<file path="config.mk">
export PLATFORM = sky130hd
export DESIGN_NAME = fpu_div_seq_flat
export DESIGN_NICKNAME = d
export VERILOG_FILES = /design/src/rtl/fpu_pkg.sv /design/src/rtl/fpu_div_seq_if.sv /design/src/rtl/fpu_lzc24.sv /design/src/rtl/fpu_div_seq.sv /design/src/flat_wrapper.sv
export SDC_FILE = /design/constraint.sdc
export NUM_CORES = 1
export LEC_CHECK = 0
export ABC_CLOCK_PERIOD_IN_PS = 4800
export CAP_MARGIN = 20
export CORE_MARGIN = 4
export CORE_UTILIZATION = 55
export CTS_BUF_LIST = sky130_fd_sc_hd__clkbuf_2
export DETAILED_ROUTE_END_ITERATION = 10
export GPL_TIMING_DRIVEN = 0
export PLACE_DENSITY = 0.79
export SETUP_SLACK_MARGIN = 0.05
export SLEW_MARGIN = 40
export SYNTH_ARGS = -nofsm -noshare
export SYNTH_HDL_FRONTEND = slang
export SYNTH_SLANG_ARGS = --single-unit
</file>
<file path="constraint.sdc">
create_clock -name clk -period 4.8 [get_ports clk]
set_clock_uncertainty 0.1 [all_clocks]
set_input_delay 0.48 -clock clk [delete_from_list [all_inputs] [get_ports clk]]
set_output_delay 0.48 -clock clk [all_outputs]
set_load 0.1 [all_outputs]
</file>
<file path="src/rtl/fpu_pkg.sv">
// rtl/fpu_pkg.sv - shared constants, flag indices and sequencer states for the FP divider
package fpu_pkg;

  localparam logic [31:0] QNAN      = 32'h7FC00000;
  localparam logic [31:0] POS_INF   = 32'h7F800000;
  localparam logic [31:0] SIGN_MASK = 32'h80000000;
  localparam int          EXP_BIAS  = 127;
  localparam int          MANT_BITS = 23;

  // flags = {invalid, div_zero, overflow, underflow}
  localparam int FLAG_INVALID   = 3;
  localparam int FLAG_DIV_ZERO  = 2;
  localparam int FLAG_OVERFLOW  = 1;
  localparam int FLAG_UNDERFLOW = 0;

  typedef enum logic [2:0] {
    IDLE,
    CHECK,
    DIVIDE,
    NORM,
    PACK,
    DONE
  } fpu_div_state_t;

endpackage

</file>
<file path="src/rtl/fpu_div_seq_if.sv">
// rtl/fpu_div_seq_if.sv - request/result handshake bundle of the FP divider
interface fpu_div_seq_if;
  logic        in_valid;
  logic        in_ready;
  logic [31:0] a;
  logic [31:0] b;
  logic        out_valid;
  logic        out_ready;
  logic [31:0] result;
  logic [3:0]  flags;
  logic        busy;

  modport master (
    output in_valid, a, b, out_ready,
    input  in_ready, out_valid, result, flags, busy
  );

  modport slave (
    input  in_valid, a, b, out_ready,
    output in_ready, out_valid, result, flags, busy
  );
endinterface

</file>
<file path="src/rtl/fpu_lzc24.sv">
// rtl/fpu_lzc24.sv - combinational 24-bit leading-zero counter (24 for an all-zero input)
module fpu_lzc24 (
  input  logic [23:0] value,
  output logic [4:0]  count
);

  // highest set bit wins because the scan runs upward
  always_comb begin
    count = 5'd24;
    for (int i = 0; i < 24; i++) begin
      if (value[i]) count = 5'(23 - i);
    end
  end

endmodule

</file>
<file path="src/rtl/fpu_div_seq.sv">
// rtl/fpu_div_seq.sv - sequential IEEE-754 single divider; FPU_DIV_RNE_EN selects round-to-nearest-even
module fpu_div_seq
  import fpu_pkg::*;
#(
  parameter int BITS_PER_CYCLE = 1
) (
  input  logic         clk,
  input  logic         rst,
  fpu_div_seq_if.slave bus
);

  localparam int DIV_CYCLES = (26 + BITS_PER_CYCLE - 1) / BITS_PER_CYCLE;

  fpu_div_state_t     state, state_next;
  logic [31:0]        a_r, b_r, result_r;
  logic [3:0]         flags_r;
  logic [24:0]        rem, rem_step;
  logic [23:0]        mb;
  logic [25:0]        quo, quo_step;
  logic signed [9:0]  exp_r;
  logic               sign_r, special_r, pack_last;
  logic [4:0]         cnt;

  // operand classification and mantissa preparation
  logic [7:0]  a_exp, b_exp;
  logic [22:0] a_frac, b_frac;
  logic        a_nan, b_nan, a_inf, b_inf, a_zero, b_zero;
  logic [4:0]  lz_a, lz_b;
  logic [23:0] ma, mbc;
  logic signed [9:0] ea, eb, exp_calc;

  assign a_exp  = a_r[30:23];
  assign b_exp  = b_r[30:23];
  assign a_frac = a_r[22:0];
  assign b_frac = b_r[22:0];
  assign a_nan  = (&a_exp) & (|a_frac);
  assign b_nan  = (&b_exp) & (|b_frac);
  assign a_inf  = (&a_exp) & ~(|a_frac);
  assign b_inf  = (&b_exp) & ~(|b_frac);
  assign a_zero = ~(|a_exp) & ~(|a_frac);
  assign b_zero = ~(|b_exp) & ~(|b_frac);

  fpu_lzc24 u_lzc_a (.value({1'b0, a_frac}), .count(lz_a));
  fpu_lzc24 u_lzc_b (.value({1'b0, b_frac}), .count(lz_b));

  // subnormals are pre-normalised so the divider always sees a leading one
  assign ma  = (a_exp == 8'd0) ? ({1'b0, a_frac} << lz_a) : {1'b1, a_frac};
  assign mbc = (b_exp == 8'd0) ? ({1'b0, b_frac} << lz_b) : {1'b1, b_frac};
  assign ea  = (a_exp == 8'd0) ? 10'sd1 - $signed({5'd0, lz_a}) : $signed({2'b00, a_exp});
  assign eb  = (b_exp == 8'd0) ? 10'sd1 - $signed({5'd0, lz_b}) : $signed({2'b00, b_exp});
  assign exp_calc = ea - eb + $signed(10'(EXP_BIAS));

  // special-case resolution in priority order
  logic        spec_hit;
  logic [31:0] spec_res, sign_word;
  logic [3:0]  spec_flags;
  assign sign_word = (a_r[31] ^ b_r[31]) ? SIGN_MASK : 32'd0;

  always_comb begin
    spec_hit   = 1'b1;
    spec_res   = QNAN;
    spec_flags = 4'd0;
    if (a_nan | b_nan) begin
      spec_res = QNAN;
    end else if ((a_zero & b_zero) | (a_inf & b_inf)) begin
      spec_flags[FLAG_INVALID] = 1'b1;
    end else if (b_zero) begin
      spec_res = sign_word | POS_INF;
      spec_flags[FLAG_DIV_ZERO] = 1'b1;
    end else if (a_inf) begin
      spec_res = sign_word | POS_INF;
    end else if (b_inf | a_zero) begin
      spec_res = sign_word;
    end else begin
      spec_hit = 1'b0;
    end
  end

  // BITS_PER_CYCLE restoring shift/subtract steps per DIVIDE cycle
  always_comb begin
    rem_step = rem;
    quo_step = quo;
    for (int i = 0; i < BITS_PER_CYCLE; i++) begin
      if (rem_step >= {1'b0, mb}) begin
        rem_step = rem_step - {1'b0, mb};
        quo_step = {quo_step[24:0], 1'b1};
      end else begin
        quo_step = {quo_step[24:0], 1'b0};
      end
      rem_step = rem_step << 1;
    end
  end

  // range handling and packing; quo[24:2] is the fraction, quo[1] the guard
  logic [31:0] pk_val;
  logic [3:0]  pk_flags;
  logic [4:0]  sh;
`ifdef FPU_DIV_RNE_EN
  logic        pk_g, pk_st;
  logic [25:0] lost_mask;
`endif

  always_comb begin
    pk_val   = {sign_r, 31'd0};
    pk_flags = 4'd0;
    sh       = 5'd1 - exp_r[4:0];
`ifdef FPU_DIV_RNE_EN
    pk_g      = 1'b0;
    pk_st     = 1'b0;
    lost_mask = (26'd1 << (sh + 5'd1)) - 26'd1;
`endif
    if (exp_r >= 10'sd255) begin
      pk_val = {sign_r, 8'hFF, 23'd0};
      pk_flags[FLAG_OVERFLOW] = 1'b1;
    end else if (exp_r <= 10'sd0) begin
      pk_flags[FLAG_UNDERFLOW] = 1'b1;
      if (exp_r > -10'sd24) begin
        pk_val = {sign_r, 8'd0, 23'(quo[25:2] >> sh)};
`ifdef FPU_DIV_RNE_EN
        pk_g  = quo[sh + 5'd1];
        pk_st = (|(quo & lost_mask)) | (|rem);
`endif
      end
    end else begin
      pk_val = {sign_r, exp_r[7:0], quo[24:2]};
`ifdef FPU_DIV_RNE_EN
      pk_g  = quo[1];
      pk_st = quo[0] | (|rem);
`endif
    end
  end

`ifdef FPU_DIV_RNE_EN
  logic        pack_phase, pend_g, pend_st, round_inc;
  logic [31:0] pend_val, rounded;
  logic [3:0]  pend_flags;
  assign round_inc = pend_g & (pend_st | pend_val[0]);
  assign rounded   = {pend_val[31], pend_val[30:0] + 31'(round_inc)};
  assign pack_last = special_r | pack_phase;
`else
  assign pack_last = 1'b1;
`endif

  // state register
  always_ff @(posedge clk) begin
    if (rst) state <= IDLE;
    else     state <= state_next;
  end

  // next-state decode
  always_comb begin
    state_next = state;
    case (state)
      IDLE:    if (bus.in_valid) state_next = CHECK;
      CHECK:   state_next = spec_hit ? PACK : DIVIDE;  // specials reuse the PACK slot
      DIVIDE:  if (cnt == 5'd0) state_next = NORM;
      NORM:    state_next = PACK;
      PACK:    if (pack_last) state_next = DONE;
      DONE:    if (bus.out_ready) state_next = IDLE;
      default: state_next = IDLE;
    endcase
  end

  // handshake outputs decoded from state
  always_comb begin
    bus.in_ready  = (state == IDLE);
    bus.busy      = (state != IDLE);
    bus.out_valid = (state == DONE);
    bus.result    = result_r;
    bus.flags     = flags_r;
  end

  // datapath registers stepped by the sequencer
  always_ff @(posedge clk) begin
    if (rst) begin
      a_r <= '0; b_r <= '0; result_r <= '0; flags_r <= '0;
      rem <= '0; mb <= '0; quo <= '0; exp_r <= '0; cnt <= '0;
      sign_r <= 1'b0; special_r <= 1'b0;
`ifdef FPU_DIV_RNE_EN
      pack_phase <= 1'b0; pend_val <= '0; pend_g <= 1'b0; pend_st <= 1'b0; pend_flags <= '0;
`endif
    end else begin
      case (state)
        IDLE: if (bus.in_valid) begin
          a_r     <= bus.a;
          b_r     <= bus.b;
          flags_r <= 4'd0;
        end
        CHECK: begin
          sign_r    <= a_r[31] ^ b_r[31];
          special_r <= spec_hit;
          rem       <= {1'b0, ma};
          mb        <= mbc;
          quo       <= '0;
          exp_r     <= exp_calc;
          cnt       <= 5'(DIV_CYCLES - 1);
          if (spec_hit) begin
            result_r <= spec_res;
            flags_r  <= spec_flags;
          end
        end
        DIVIDE: begin
          rem <= rem_step;
          quo <= quo_step;
          cnt <= cnt - 5'd1;
        end
        NORM: if (!quo[25]) begin
          quo   <= quo << 1;
          exp_r <= exp_r - 10'sd1;
        end
        PACK: if (!special_r) begin
`ifdef FPU_DIV_RNE_EN
          if (!pack_phase) begin
            pack_phase <= 1'b1;
            pend_val   <= pk_val;
            pend_g     <= pk_g;
            pend_st    <= pk_st;
            pend_flags <= pk_flags;
          end else begin
            pack_phase <= 1'b0;
            result_r   <= rounded;
            flags_r    <= pend_flags | ((rounded[30:23] == 8'hFF) ? 4'b0010 : 4'b0000);
          end
`else
          result_r <= pk_val;
          flags_r  <= pk_flags;
`endif
        end
        default: ;
      endcase
    end
  end

endmodule

</file>
<file path="src/flat_wrapper.sv">
// flat-port wrapper written by rule: the top's interface ports become plain ports
module fpu_div_seq_flat import fpu_pkg::*;
#(
  parameter int BITS_PER_CYCLE = 1
)
  (clk, rst, bus_in_valid, bus_a, bus_b, bus_out_ready, bus_in_ready, bus_out_valid, bus_result, bus_flags, bus_busy);
  fpu_div_seq_if bus_i ();
  input  logic clk;
  input  logic rst;
  input wire logic [$bits(bus_i.in_valid)-1:0] bus_in_valid;
  input wire logic [$bits(bus_i.a)-1:0] bus_a;
  input wire logic [$bits(bus_i.b)-1:0] bus_b;
  input wire logic [$bits(bus_i.out_ready)-1:0] bus_out_ready;
  output wire logic [$bits(bus_i.in_ready)-1:0] bus_in_ready;
  output wire logic [$bits(bus_i.out_valid)-1:0] bus_out_valid;
  output wire logic [$bits(bus_i.result)-1:0] bus_result;
  output wire logic [$bits(bus_i.flags)-1:0] bus_flags;
  output wire logic [$bits(bus_i.busy)-1:0] bus_busy;
  assign bus_i.in_valid = bus_in_valid;
  assign bus_i.a = bus_a;
  assign bus_i.b = bus_b;
  assign bus_i.out_ready = bus_out_ready;
  assign bus_in_ready = bus_i.in_ready;
  assign bus_out_valid = bus_i.out_valid;
  assign bus_result = bus_i.result;
  assign bus_flags = bus_i.flags;
  assign bus_busy = bus_i.busy;
  fpu_div_seq #(.BITS_PER_CYCLE(BITS_PER_CYCLE)) u_core (.clk(clk), .rst(rst), .bus(bus_i));
endmodule
</file>
==> metrics.txt <==
status=finished, final reports clean; Peak VDD IR=0.379 mV; Vias=15173; # H-tree levels=4; Setup WS post-layout=0.242 ns; Layout area overhead=14.1%; Pre-Repair DR Iteration Count=8; Hold Vio Cnt, Final=0; vias per cell=6.49; final HPWL from detailed placement=39800 µm; Root Buffer=clkbuf_2; EDFF count, synth=0; RSZ-0062 raised after global routing=true; FF+latch count, synth=195; post-layout min period=4.56 ns; GRT Overall Usage=35.4%; synthesized instance count=1868; largest net degree at the start of global routing=20; top cells by area, synth=dfxtp_1, nand2_1, a21oi_1, nor2_1, mux2i_1; P_sw=5.21 mW; Hold Path Stages=3; P_int=4.52 mW; # IOs=107; Die X=167 µm; first-pass GRT wire length=79900 µm; fillcell total=2329; Post-Syn Area=13800 µm²; Overflow after GRT=0; Reg2Reg Setup Slack=0.24 ns; critical path fanouts, max=15; Hold WC Path Type=input pin to flop; initial antenna violation count=1; CP Data Arrival Time=5.23 ns; Nets=2118; setup violators final=0; count leader, synth=nand2_1; clock power share=9.7%; CP Launch Type=flop; switching power share of the total=53.5%; reg2reg start=u_core.b_r[4]; Synth cell types=86; most common flop cell mapped by yosys=dfxtp_1; post-route ant nets=0; Hold Crit Start=bus_a[29]; share of layout cells above drive strength 1=10.0%; Storage cell area=3910 µm²; RR Endpoint=u_core.exp_r[9]; maximum clock rate=219 MHz; Lkg Pwr=6.06 nW; CTS tree=done; Comb power frac=68.7%; hold endpoint=u_core.a_r[29]; area leader, netlist=dfxtp_1; dpl ws=-0.731 ns; CTS buffer count=17; deepest clock path buffer count=2; vias in the first global route=14177; synth cell count leaders=nand2_1, nor2_1, dfxtp_1, a21oi_1, clkbuf_1; pwr dens=616 nW/µm²; cell count of the worst reg-to-reg path=19; clk_lat worst skew=0.84 ns; Pins Over Slew Limit=0; Critical Path RT=5.47 ns; DRC viols=0; Crit. End Element=flop; Max-slew headroom=39.2%; max-cap violation count=0; area of the multi-input gates=9290 µm²; Iteration-0 DRC Markers=2246; Setup Crit Path Kind=flop to flop; Worst-Margin Slew=0.912 ns; RePlAce Congestion=1.05; sequential fraction of design power=21.5%; Synth Net Count=1986; die area=27700 µm²; WL per Instance=21.9 µm; core area=24500 µm²; row cnt=57; Total Wirelength=51200 µm; number of port buffers=106; Power Total=9.72 mW; Synth Area per Inst=7.40 µm²; post-synthesis async set-or-reset flop share=0%; Synth top area share=28.2%; Final Core Density=64.3%; Clk pin slew, worst setup/hold paths=0.34 ns; Starting Density=56.4%; Die H=167 µm; fin crit share=95.0%; post-synthesis sequential area ratio=28.2%; clk sink count=195; YS warnings=0
==> critical path, cell delays in order, from the launching register on <==
cell,delay (ns)
dfxtp_1,0.37
buf_2,0.19
or4_1,0.52
o21ai_0,0.18
nand2_1,0.13
a21oi_4,0.31
inv_6,0.12
ha_2,0.40
a21oi_1,0.08
ha_1,0.35
fa_1,0.47
a21oi_1,0.15
o21bai_1,0.10
a21oi_1,0.16
nor2_1,0.06
nor2_2,0.11
o21bai_1,0.08
a21oi_1,0.18
xnor2_1,0.10
a2111oi_1,0.31
==> metrics by stage <==
stage / std cells / hold slack, ns / setup TNS [ns] / instance area (µm²)
2_1_floorplan: 1868 / 0.332 / 0 / 13800
3_3_place_gp: 2298 / 0.350 / -2.26 / 15300
3_5_place_dp: 2298 / 0.360 / -2.40 / 15100
4_1_cts: 2332 / 0.00145 / 0 / 15500
5_1_grt: 2338 / 0.000884 / 0 / 15800
6_report: 2338 / 0.0507 / 0 / 15800
==> worst max-delay path by stage <==
stage	depth (start not counted)	to	start	slack, ns
finish	19	u_core.exp_r[9]	u_core.b_r[4]	0.24
global route	19	u_core.exp_r[8]	u_core.b_r[4]	0.03
CTS	17	u_core.exp_r[9]	u_core.a_r[28]	0.05
detailed placement	20	u_core.exp_r[9]	u_core.b_r[13]	-0.73
global placement	20	u_core.exp_r[9]	u_core.b_r[13]	-0.69
floorplan	3	bus_busy	u_core.state[0]	0.23
==> repair_timing <==
action	CTS	global route
resized for setup	22	35
hold buffers	2	11
pin swaps	3	6
buffers inserted	5	1
endpoints found under the setup margin	6	4
hold endpoints to repair	2	11
==> kinds of logic after synthesis <==
group                    after synthesis  synth area share [%]
flip-flops                           195                  28.2
buffers and inverters                221                  6.28
multiplexers                         111                  9.67
AND/OR/NAND/NOR                      668                  21.1
XOR/XNOR                              32                  2.03
adder cells (fa/ha/maj)               50                  4.63
AO/OA/AOI/OAI                        591                  28.1
==> cell usage in the layout (no fill, tap or decap), types with 9 or more instances in the layout <==
cell type        Yosys  final
dlygate4sd3_1        0     13
xnor2_1             24     22
buf_1               14     12
mux2_2              24     24
mux4_2              14     14
ha_1                48     47
and3_1               9      9
clkbuf_2             2     24
or3_1               13     13
o22ai_1             16     16
o31ai_1             11     11
a21oi_1            187    183
nor3_1              46     41
dfxtp_1            195    189
nand2_1            288    288
nor2_1             196    195
nand2b_1            14     14
clkbuf_1           114     98
a31oi_1             26     25
a22oi_1             55     55
o21a_1              10     10
a32oi_1              9      9
a221oi_1            41     41
nand3_1             30     30
buf_2               14     53
inv_1               68     68
nor2b_1             12     12
nand4_1             14     14
a211oi_1            30     30
buf_4                3      9
mux2i_1             71     71
o21ai_0             93     92
o211ai_1            11     11
a21o_1              22     22
clkdlybuf4s50_1      0     67
==> power by group through the flow <==
stage               combinational [mW]  clock [mW]  sequential (mW)
floorplan                         4.48           0             2.28
global placement                  6.25           0             2.08
detailed placement                6.29           0             2.09
CTS                               6.39       0.944             2.06
global route                      7.23        1.01             2.12
finish                            6.68       0.946             2.09
==> final cells by class <==
cell class | instances | area share (%)
diodes | 1 | 0.0159
clock buffers | 18 | 0.571
multi-input cells | 1452 | 58.9
plain buffers | 136 | 3.56
clock inverters | 14 | 1.19
well taps | 324 | 2.57
repair buffers | 125 | 6.60
inverters | 73 | 1.77
flip-flops and latches | 195 | 24.8
==> sequential cells by signal, indices dropped and copies added, names as in the netlist <==
register and cells:
u_core.bus.flags 4, u_core.rem 25, u_core.bus.result 32, u_core.cnt 5
u_core.sign_r 1, u_core.exp_r 10, u_core.state 3, u_core.b_r 32
u_core.mb 24, u_core.a_r 32, u_core.quo 26, u_core.special_r 1
==> layer usage <==
layer / routed length (µm) / share of wire, % / vias up / global-route usage [%]
met2: 21200 / 41 / 951 / 52.3
li1: - / - / 7062 / -
met5: 0 / 0 / - / 0
met1: 22300 / 44 / 7027 / 51.9
met4: 1830 / 3.6 / 0 / 11.5
met3: 5880 / 11 / 133 / 7.02
Power figures use the tool's default switching activity.
==> edit: new RTL, same settings <==
Encoding of `fpu_div_state_t`: now one-hot (6 bits for 6 states).
--- a/src/rtl/fpu_pkg.sv
+++ b/src/rtl/fpu_pkg.sv
@@ -14,11 +14,11 @@
   localparam int FLAG_UNDERFLOW = 0;
 
-  typedef enum logic [2:0] {
-    IDLE,
-    CHECK,
-    DIVIDE,
-    NORM,
-    PACK,
-    DONE
+  typedef enum logic [5:0] {
+    IDLE   = 6'b000001,
+    CHECK  = 6'b000010,
+    DIVIDE = 6'b000100,
+    NORM   = 6'b001000,
+    PACK   = 6'b010000,
+    DONE   = 6'b100000
   } fpu_div_state_t;
 
Function: no difference found for any inputs over 4 cycles, from zero or initial values and one cycle with rst high; so few cycles prove little.
==> edit against the unedited design <==
Via count is 13% higher. Core utilization is 0.74 points lower. Global-route usage is 4.4 points higher. Synthesized area is 7.5% higher. First-iteration DRC count is 2.8% higher. Setup slack worse by 88 ps. Die area is 7.1% higher. Sequential cell count is 3 higher. Sequential power is 12% lower. Wire length is 19% higher. Cell area is 6.2% higher. Total power is 35% lower.
==> edit: results <==
outcome:
  run_status: "finished, final reports clean"
timing:
  slew-limit-headroom_pct: 38.2
  holdWs_ps: 32.7
  slew_viol_final: 0
synthesis:
  yosys.area_share.xor_xnor_pct: 2.00
  synthTopCellsByCount: "nand2_1, nor2_1, dfxtp_1"
  synthTopCellsByArea: "dfxtp_1, nand2_1, a21oi_1, nor2_1, ha_1"
  syn_avg_cell_area_um2: 7.40
  synth_compound_gate_area_share_pct: 29.4
  synth-adder-area-share_pct: 4.31
  ys_seq_area_share_pct: 26.7
  syn-num-nets: 2126
  synth.distinct_cells: 96
grt:
  grt_pass1_vias: 15900
  use_met1_pct: 54.7
  use_met2_pct: 58.2
  grt_usage_pct: 39.8
  grt_max_degree: 21
  grt_use_met3_pct: 12.1
  antenna_found_initial: 2
  grt_pass1_wl_mm: 91.8
placement:
  port_buffers: 105
  pre_cts_ws_ps: -440
  place.detailed.hpwl_mm: 47.2
  place.gp.congestion: 1.06
  detailed_place.area_um2: 16200
  placedCellCount: 2448
worst_setup_path:
  r2r_start: "u_core.b_r[10]"
  crit_arrival_ps: 5250
  rrSetupSlack_ps: 150
  crit_fanout: 10
  reg2reg_depth: 21
pwr:
  ir_drop_v: 0.000266
  leakagePower_nw: 6.17
  power.internal_mw: 3.16
drt:
  firstDrtPassIters: 6
  wl_met1_mm: 24.5
  met2_wirelength_mm: 25.3
  vias: 17200
  wl_per_cell_um: 24.6
  drt_iter0_drc: 2308
  drt_wl_total_mm: 61.1
  met3_length_mm: 8.28
cts:
  clk_pin_slew_ps: 360
layout:
  drive_gt1_share_pct: 11.4
  final_nets: 2250
worst_hold_path:
  hold_path_end: "u_core.a_r[27]"
  hold_start: "bus_a[27]"
edit: critical path, cell delays in order, from the launching register on:
cell,delay (ps)
dfxtp_1,580
or4_1,540
buf_4,180
a21oi_2,110
o21ai_1,80
and2_1,190
clkbuf_4,190
inv_4,90
buf_8,150
ha_4,240
a21oi_4,150
ha_4,230
fa_1,480
a21oi_2,190
nor2_2,60
nor2_2,120
o21bai_1,100
a21oi_2,210
o21bai_1,90
a21oi_1,150
xnor2_1,190
a21oi_1,100
edit: power groups by stage:
stage | Combinational (mW) | Clock [mW] | Sequential, mW
6_report | 3.55 | 0.924 | 1.84
5_1_grt | 3.76 | 0.983 | 1.84
4_1_cts | 3.26 | 0.916 | 1.81
3_5_place_dp | 3.21 | 0 | 1.82
3_3_place_gp | 3.19 | 0 | 1.82
2_1_floorplan | 2.21 | 0 | 1.84
edit: what timing repair did:
action / 4_1_cts / 5_1_grt
endpoints found under the hold margin: 1 / 11
endpoints found under the setup margin: 5 / 5
buffers inserted: 4 / 0
pin swaps: 3 / 10
resized for setup: 23 / 35
hold buffers: 1 / 11
edit: cell type report:
class,instances,area (um2)
Antenna cell,2,5.00
Buffer,152,689
Clock buffer,17,85.1
Clock inverter,15,188
Fill cell,2361,9600
Inverter,70,268
Multi-Input combinational cell,1571,10100
Sequential cell,198,3980
Tap cell,335,419
Timing Repair Buffer,122,1020
edit: how the worst max path moves through the flow:
stage,startpoint,to,slack [ps],cells past startpoint
2_1_floorplan,u_core.a_r[11],u_core.exp_r[7],540,21
3_3_place_gp,u_core.a_r[4],u_core.exp_r[7],-280,21
3_5_place_dp,u_core.b_r[9],u_core.exp_r[7],-440,23
4_1_cts,u_core.b_r[8],u_core.exp_r[7],60,22
5_1_grt,u_core.b_r[19],u_core.exp_r[9],40,19
6_report,u_core.b_r[10],u_core.exp_r[9],150,21
